[config.mk]
export PLATFORM = sky130hd
export DESIGN_NAME = sync_fifo_ctrl_flat
export DESIGN_NICKNAME = d
export VERILOG_FILES = /design/src/rtl/sync_fifo_ctrl_if.sv /design/src/rtl/sync_fifo_ctrl.sv /design/src/flat_wrapper.sv
export SDC_FILE = /design/constraint.sdc
export NUM_CORES = 1
export LEC_CHECK = 0
export BUFFER_PORTS_ARGS = -buffer_cell sky130_fd_sc_hd__buf_2
export CAP_MARGIN = 10
export CORE_ASPECT_RATIO = 2
export CORE_MARGIN = 3
export CORE_UTILIZATION = 30
export CTS_BUF_LIST = sky130_fd_sc_hd__clkbuf_8 sky130_fd_sc_hd__clkbuf_16
export DETAILED_ROUTE_END_ITERATION = 12
export PLACE_DENSITY = 0.54
export SLEW_MARGIN = 20
export SYNTH_ARGS = -nofsm -noshare
export SYNTH_HDL_FRONTEND = slang
export SYNTH_SLANG_ARGS = --single-unit
[constraint.sdc]
create_clock -name wclk -period 3 [get_ports wclk]
set_input_delay 0.6 -clock wclk [delete_from_list [all_inputs] [get_ports wclk]]
set_output_delay 0.6 -clock wclk [all_outputs]
set_load 0.01 [all_outputs]
[src/rtl/sync_fifo_ctrl_if.sv]
// Handshake/status bundle for sync_fifo_ctrl. The master side is the user:
// it drives write/read requests and the error clear. The slave side is the
// FIFO: it drives read data and all status.
interface sync_fifo_ctrl_if #(
    parameter int DATA_SIZE = 8,
    parameter int ADDR_SIZE = 4
);
    logic                 winc;
    logic [DATA_SIZE-1:0] wdata;
    logic                 rinc;
    logic                 err_clr;
    logic [DATA_SIZE-1:0] rdata;
    logic                 rvalid;
    logic                 wfull;
    logic                 rempty;
    logic                 walmost_full;
    logic                 ralmost_empty;
    logic [ADDR_SIZE:0]   count;
    logic                 overflow;
    logic                 underflow;

    modport master (
        output winc, wdata, rinc, err_clr,
        input  rdata, rvalid, wfull, rempty, walmost_full, ralmost_empty,
               count, overflow, underflow
    );

    modport slave (
        input  winc, wdata, rinc, err_clr,
        output rdata, rvalid, wfull, rempty, walmost_full, ralmost_empty,
               count, overflow, underflow
    );
endinterface

[src/rtl/sync_fifo_ctrl.sv]
// Single-clock FIFO controller: storage, pointers, occupancy count,
// registered status flags, sticky error flags and a registered read port.
// Full/empty come from the count, so the pointers are plain ADDR_SIZE-bit
// counters that wrap naturally.
module sync_fifo_ctrl #(
    parameter int DATA_SIZE  = 8,
    parameter int ADDR_SIZE  = 4,
    parameter int AFULL_LVL  = 12,
    parameter int AEMPTY_LVL = 2
) (
    input logic              wclk,
    input logic              wrst_n,
    sync_fifo_ctrl_if.slave  bus
);
    localparam int DEPTH = 1 << ADDR_SIZE;
    localparam logic [ADDR_SIZE:0] CNT_FULL = (ADDR_SIZE+1)'(DEPTH);
    localparam logic [ADDR_SIZE:0] CNT_AF   = (ADDR_SIZE+1)'(AFULL_LVL);
    localparam logic [ADDR_SIZE:0] CNT_AE   = (ADDR_SIZE+1)'(AEMPTY_LVL);

    logic [DATA_SIZE-1:0] mem [DEPTH];
    logic [ADDR_SIZE-1:0] wptr, rptr;
    logic [ADDR_SIZE:0]   count_q, count_nxt;
    logic [DATA_SIZE-1:0] rdata_q;
    logic                 rvalid_q;
    logic                 wfull_q, rempty_q, afull_q, aempty_q;
    logic                 ovf_q, udf_q;
    logic                 wr_ok, rd_ok;

    // Requests are only accepted against the registered flags, so a full
    // FIFO never passes a write through and an empty one never bypasses.
    assign wr_ok = bus.winc & ~wfull_q;
    assign rd_ok = bus.rinc & ~rempty_q;

    // Next occupancy; simultaneous accepted read and write cancel out.
    always_comb begin
        count_nxt = count_q;
        case ({wr_ok, rd_ok})
            2'b10:   count_nxt = count_q + 1'b1;
            2'b01:   count_nxt = count_q - 1'b1;
            default: count_nxt = count_q;
        endcase
    end

    // Storage write; contents are deliberately left unreset.
    always_ff @(posedge wclk) begin
        if (wr_ok)
            mem[wptr] <= wdata_w();
    end

    function automatic logic [DATA_SIZE-1:0] wdata_w();
        return bus.wdata;
    endfunction

    // Pointers, count and flags. Flags are computed from the next count so
    // they line up with the count register in the same cycle.
    always_ff @(posedge wclk or negedge wrst_n) begin
        if (!wrst_n) begin
            wptr     <= '0;
            rptr     <= '0;
            count_q  <= '0;
            wfull_q  <= 1'b0;
            rempty_q <= 1'b1;
            afull_q  <= 1'b0;
            aempty_q <= 1'b1;
        end else begin
            if (wr_ok) wptr <= wptr + 1'b1;
            if (rd_ok) rptr <= rptr + 1'b1;
            count_q  <= count_nxt;
            wfull_q  <= (count_nxt == CNT_FULL);
            rempty_q <= (count_nxt == '0);
            afull_q  <= (count_nxt >= CNT_AF);
            aempty_q <= (count_nxt <= CNT_AE);
        end
    end

    // Registered read port; rdata holds between accepted reads.
    always_ff @(posedge wclk or negedge wrst_n) begin
        if (!wrst_n) begin
            rdata_q  <= '0;
            rvalid_q <= 1'b0;
        end else begin
            rvalid_q <= rd_ok;
            if (rd_ok)
                rdata_q <= mem[rptr];
        end
    end

    // Sticky error flags; a new error in the clear cycle keeps the flag set.
    always_ff @(posedge wclk or negedge wrst_n) begin
        if (!wrst_n) begin
            ovf_q <= 1'b0;
            udf_q <= 1'b0;
        end else begin
            if (bus.winc & wfull_q)  ovf_q <= 1'b1;
            else if (bus.err_clr)    ovf_q <= 1'b0;
            if (bus.rinc & rempty_q) udf_q <= 1'b1;
            else if (bus.err_clr)    udf_q <= 1'b0;
        end
    end

    assign bus.rdata         = rdata_q;
    assign bus.rvalid        = rvalid_q;
    assign bus.wfull         = wfull_q;
    assign bus.rempty        = rempty_q;
    assign bus.walmost_full  = afull_q;
    assign bus.ralmost_empty = aempty_q;
    assign bus.count         = count_q;
    assign bus.overflow      = ovf_q;
    assign bus.underflow     = udf_q;
endmodule

[src/flat_wrapper.sv]
// flat-port wrapper written by rule: the top's interface ports become plain ports
module sync_fifo_ctrl_flat 
#(
    parameter int DATA_SIZE  = 8,
    parameter int ADDR_SIZE  = 4,
    parameter int AFULL_LVL  = 12,
    parameter int AEMPTY_LVL = 2
)
  (wclk, wrst_n, bus_winc, bus_wdata, bus_rinc, bus_err_clr, bus_rdata, bus_rvalid, bus_wfull, bus_rempty, bus_walmost_full, bus_ralmost_empty, bus_count, bus_overflow, bus_underflow);
  sync_fifo_ctrl_if #(.DATA_SIZE(DATA_SIZE), .ADDR_SIZE(ADDR_SIZE)) bus_i ();
  input logic wclk;
  input logic wrst_n;
  input wire logic [$bits(bus_i.winc)-1:0] bus_winc;
  input wire logic [$bits(bus_i.wdata)-1:0] bus_wdata;
  input wire logic [$bits(bus_i.rinc)-1:0] bus_rinc;
  input wire logic [$bits(bus_i.err_clr)-1:0] bus_err_clr;
  output wire logic [$bits(bus_i.rdata)-1:0] bus_rdata;
  output wire logic [$bits(bus_i.rvalid)-1:0] bus_rvalid;
  output wire logic [$bits(bus_i.wfull)-1:0] bus_wfull;
  output wire logic [$bits(bus_i.rempty)-1:0] bus_rempty;
  output wire logic [$bits(bus_i.walmost_full)-1:0] bus_walmost_full;
  output wire logic [$bits(bus_i.ralmost_empty)-1:0] bus_ralmost_empty;
  output wire logic [$bits(bus_i.count)-1:0] bus_count;
  output wire logic [$bits(bus_i.overflow)-1:0] bus_overflow;
  output wire logic [$bits(bus_i.underflow)-1:0] bus_underflow;
  assign bus_i.winc = bus_winc;
  assign bus_i.wdata = bus_wdata;
  assign bus_i.rinc = bus_rinc;
  assign bus_i.err_clr = bus_err_clr;
  assign bus_rdata = bus_i.rdata;
  assign bus_rvalid = bus_i.rvalid;
  assign bus_wfull = bus_i.wfull;
  assign bus_rempty = bus_i.rempty;
  assign bus_walmost_full = bus_i.walmost_full;
  assign bus_ralmost_empty = bus_i.ralmost_empty;
  assign bus_count = bus_i.count;
  assign bus_overflow = bus_i.overflow;
  assign bus_underflow = bus_i.underflow;
  sync_fifo_ctrl #(.DATA_SIZE(DATA_SIZE), .ADDR_SIZE(ADDR_SIZE), .AFULL_LVL(AFULL_LVL), .AEMPTY_LVL(AEMPTY_LVL)) u_core (.wclk(wclk), .wrst_n(wrst_n), .bus(bus_i));
endmodule
==> summary.md <==
| Metric | Value |
|---|---|
| Synth Register Bits | `between 150 and 200` |
| First-pass GRT wire length | `20,200 µm` |
| Die width | `109 µm` |
| Status | `completed` |
| Number of synthesized flops with an enable pin | `around 130` |
| Synth Instances | `between 300 and 400` |
| Clk sink count | `~160` |
| Post-route worst setup slack | `around 0.56 ns` |
| Min Hold Slack | `~0.19 ns` |
| Post-Route Skew | `between 0.01 and 0.015 ns` |
| Dominant cell type by area after synthesis | `edfxtp_1` |
| Post-route design area | `around 7400 µm²` |
| Vias per std cell | `approximately 4.7` |
| IO Pins | `33` |
| Met1 wire length | `4720 µm` |
| Initial antenna violation count | `0` |
| Core Region | `approximately 20,000 µm²` |
| Longest Clk Path Bufs | `2` |
| DRT antenna net count | `0` |
| Syn nets | `353` |
| Worst r2r src | `u_core.bus.rempty$_DFF_PN1_` |
| Total iterations of the first detailed-routing run | `4` |
| Slew of the pin with the lowest slew margin | `slightly below 0.7 ns` |
| Starting density of the core | `between 30% and 40%` |
| Switch Pwr | `2260 µW` |
| Int Pwr | `approximately 5100 µW` |
| Worst Setup Start Kind | `register` |
| Synthesized cell area | `around 6300 µm²` |
| Hold Fails Final Rpt | `0` |
| Fmax | `0.410 GHz` |
| Sequential power share | `around two fifths` |
| # fillers | `1,937` |
| Unrepaired setup endpoints after global routing | `false` |
| CP Launch Point | `u_core.bus.rempty$_DFF_PN1_` |
| Vias in the first global route | `3,329` |
| DR top layer | `met4` |
| WL met2 | `approximately 7600 µm` |
| Clock Latency Late Sink | `0.42 ns` |
| Area Growth Syn to Fin | `16.2%` |
| Root buffer cell | `clkbuf_16` |
| N_diodes | `0` |
| DRT Wirelength | `between 10,000 and 15,000 µm` |
| Total Power | `7320 µW` |
| Synth Warn # | `0` |
| Port bufs | `32` |
| Min Clock Period, post-route | `2.44 ns` |
| Reg clk slew, reported paths | `around 0.06 ns` |
| Ratio of final minimum period to clock period | `about four fifths` |
| WP data arrival | `approximately 2.8 ns` |
| Peak supply drop | `0.477 mV` |
| Crit Reg-Reg Endpoint | `u_core.bus.wfull$_DFF_PN0_` |
| NumNets Final | `between 300 and 400` |
| Top-area cell type share of the netlist area | `roughly three fifths` |
| Die H | `~210 µm` |
| Metal3 WL | `around 470 µm` |
| Async SR Flop Fraction | `about 18%` |
| Sequential fraction of the synthesis area | `between 70% and 80%` |
| Endpoint class of the critical path | `register` |
| CTS resizes | `0` |
| PwrDens | `between 900 and 1000 nW/µm²` |
| Die area | `approximately 23,000 µm²` |
| Area post-placement | `~6800 µm²` |
| Site row count | `74` |
| Syn_area_per_cell | `19.0 µm²` |
| Post-synth top cells | `128 x edfxtp_1, 40 x mux4_2, 38 x nand2_1, 26 x dfrtp_1, 16 x and2_1` |
| Total track usage | `between 10% and 20%` |
| CP Class | `reg2reg` |
| Yosys cell types | `41` |
| CTS Buf Count | `17` |
| Placed wire-length estimate | `roughly 9000 µm` |
| Slew Limit Fails | `0` |
| Relative slew slack | `between 50% and 60%` |
| CP Capture Point | `u_core.bus.wfull$_DFF_PN0_` |
| Combinational power share | `between 20 and 30%` |
| Data required, critical path | `~3.3 ns` |
| Sw Ratio | `a little under a third` |
| Post-CTS Hold Buffers | `0` |
| Setup slack, reg-to-reg | `about 0.56 ns` |
| CP max FO | `16` |
| Vias | `between 3,000 and 4,000` |
| DRT iter0 DRCs | `about 190` |
| R2R cell count | `9` |
| Most numerous cell in the Yosys netlist | `edfxtp_1` |
| Postcts setup bufs | `0` |
| Post-place setup slack | `around 0.36 ns` |
| Max-cap violations | `0` |
| Wirelength per Cell | `between 20 and 25 µm` |
| Fraction of layout cells with a size suffix above 1 | `31.3%` |
| Final setup vio count | `0` |
| Leak pwr | `roughly 0.0026 µW` |
| Clock power frac | `roughly 29%` |
| Largest cells by area after synthesis | `edfxtp_1 61%, mux4_2 14%, dfrtp_1 10%` |
| Sum of negative setup slack | `0 ns` |
| # DRC | `0` |
| Hold crit path type | `in2async` |
| TritonCTS clock tree | `done` |
| Primary FF master, synth | `edfxtp_1` |
| GPL Wtd Cong | `around 0.75` |
| H-tree levels | `4` |
| GRT Residual Overflow | `0` |
| Largest net degree at the start of global routing | `36` |
[power groups by stage]
stage	Clock, µW	Combinational [µW]	Sequential [µW]
after floorplan	0	1660	2950
after global placement	0	2190	3040
after detailed placement	0	2220	3060
after CTS	2180	2240	3010
after global routing	2270	2390	3050
final	2140	2180	3000
[area by class of cell]
| type | count | area (µm²) | share of cell area [%] |
|---|---|---|---|
| sequential | 156 | 4550 | 61.9 |
| multi-input combinational | 152 | 1640 | 22.4 |
| clock buffer | 22 | 517 | 7.03 |
| tap | 266 | 333 | 4.53 |
| timing repair buffer | 35 | 195 | 2.66 |
| clock inverter | 10 | 83.8 | 1.14 |
| inverter | 8 | 30.0 | 0.409 |
[routing by layer]
layer / vias to the layer above / global-route usage, %
met4: 0 / 6.93
met2: 69 / 22.7
met1: 1568 / 12.8
li1: 1360 / -
met5: - / 0
met3: 24 / 3.17
[registers in the layout, indices dropped and copies added (netlist names)]
register,count
u_core.bus.underflow,1
u_core.bus.rempty,1
u_core.bus.rdata,8
u_core.bus.ralmost_empty,1
u_core.mem,128
u_core.bus.overflow,1
u_core.bus.walmost_full,1
u_core.rptr,4
u_core.bus.wfull,1
u_core.bus.count,5
u_core.bus.rvalid,1
u_core.wptr,4
[how the worst min path moves through the flow]
stage	start	endpoint	slack, ns	cells after the start
final	wrst_n	u_core.bus.count[3]$_DFF_PN0_	0.19	1
after global routing	wrst_n	u_core.bus.walmost_full$_DFF_PN0_	0.23	1
after detailed placement	u_core.bus.rdata[3]$_DFFE_PN0P_	u_core.bus.rdata[3]$_DFFE_PN0P_	0.47	2
after floorplan	wrst_n	u_core.bus.count[0]$_DFF_PN0_	0.30	0
after CTS	wrst_n	u_core.bus.rdata[2]$_DFFE_PN0P_	0.21	1
after global placement	u_core.bus.rdata[3]$_DFFE_PN0P_	u_core.bus.rdata[3]$_DFFE_PN0P_	0.47	2
[worst max-delay path, cell delays in order, from the launching register on]
cell and delay (ns):
dfstp_2 0.56, nand2b_4 0.25, nor2_2 0.11, xor2_1 0.15
ha_1 0.22, a21oi_1 0.15, xnor2_1 0.15, nor3_1 0.23
a221oi_2 0.12, a2111oi_2 0.38
[cells by family after synthesis]
family                     Yosys count  share of synthesized area, %
AOI/OAI and AO/OA                   17                          2.41
DFF                                156                          71.9
buffers and inverters               25                          2.14
muxes                               41                          14.4
adders and majority gates            7                          1.38
xor gates and xnor gates            13                          1.80
and+or+nand+nor                     74                          5.97
[layout by cell type (no fill, tap or decap), types with 2 or more instances in the layout]
cell and n:
inv_2 2, buf_2 32, nand4_1 2, clkbuf_16 19
and2_1 16, buf_4 2, a21oi_1 4, mux4_2 40
inv_4 2, clkbuf_8 3, inv_6 3, xor2_1 3
o21ai_0 3, ha_1 7, inv_1 10, nand2_1 38
nor3_1 2, nor2_1 6, dfstp_2 2, edfxtp_1 128
xnor2_1 10, dfrtp_1 25
[metrics by stage]
stage	util, %	cells
after global routing	35.8	649
after floorplan	-	333
after global placement	32.8	617
after CTS	35.8	649
after detailed placement	32.8	617
final	35.8	649
Power figures use the tool's default switching activity.
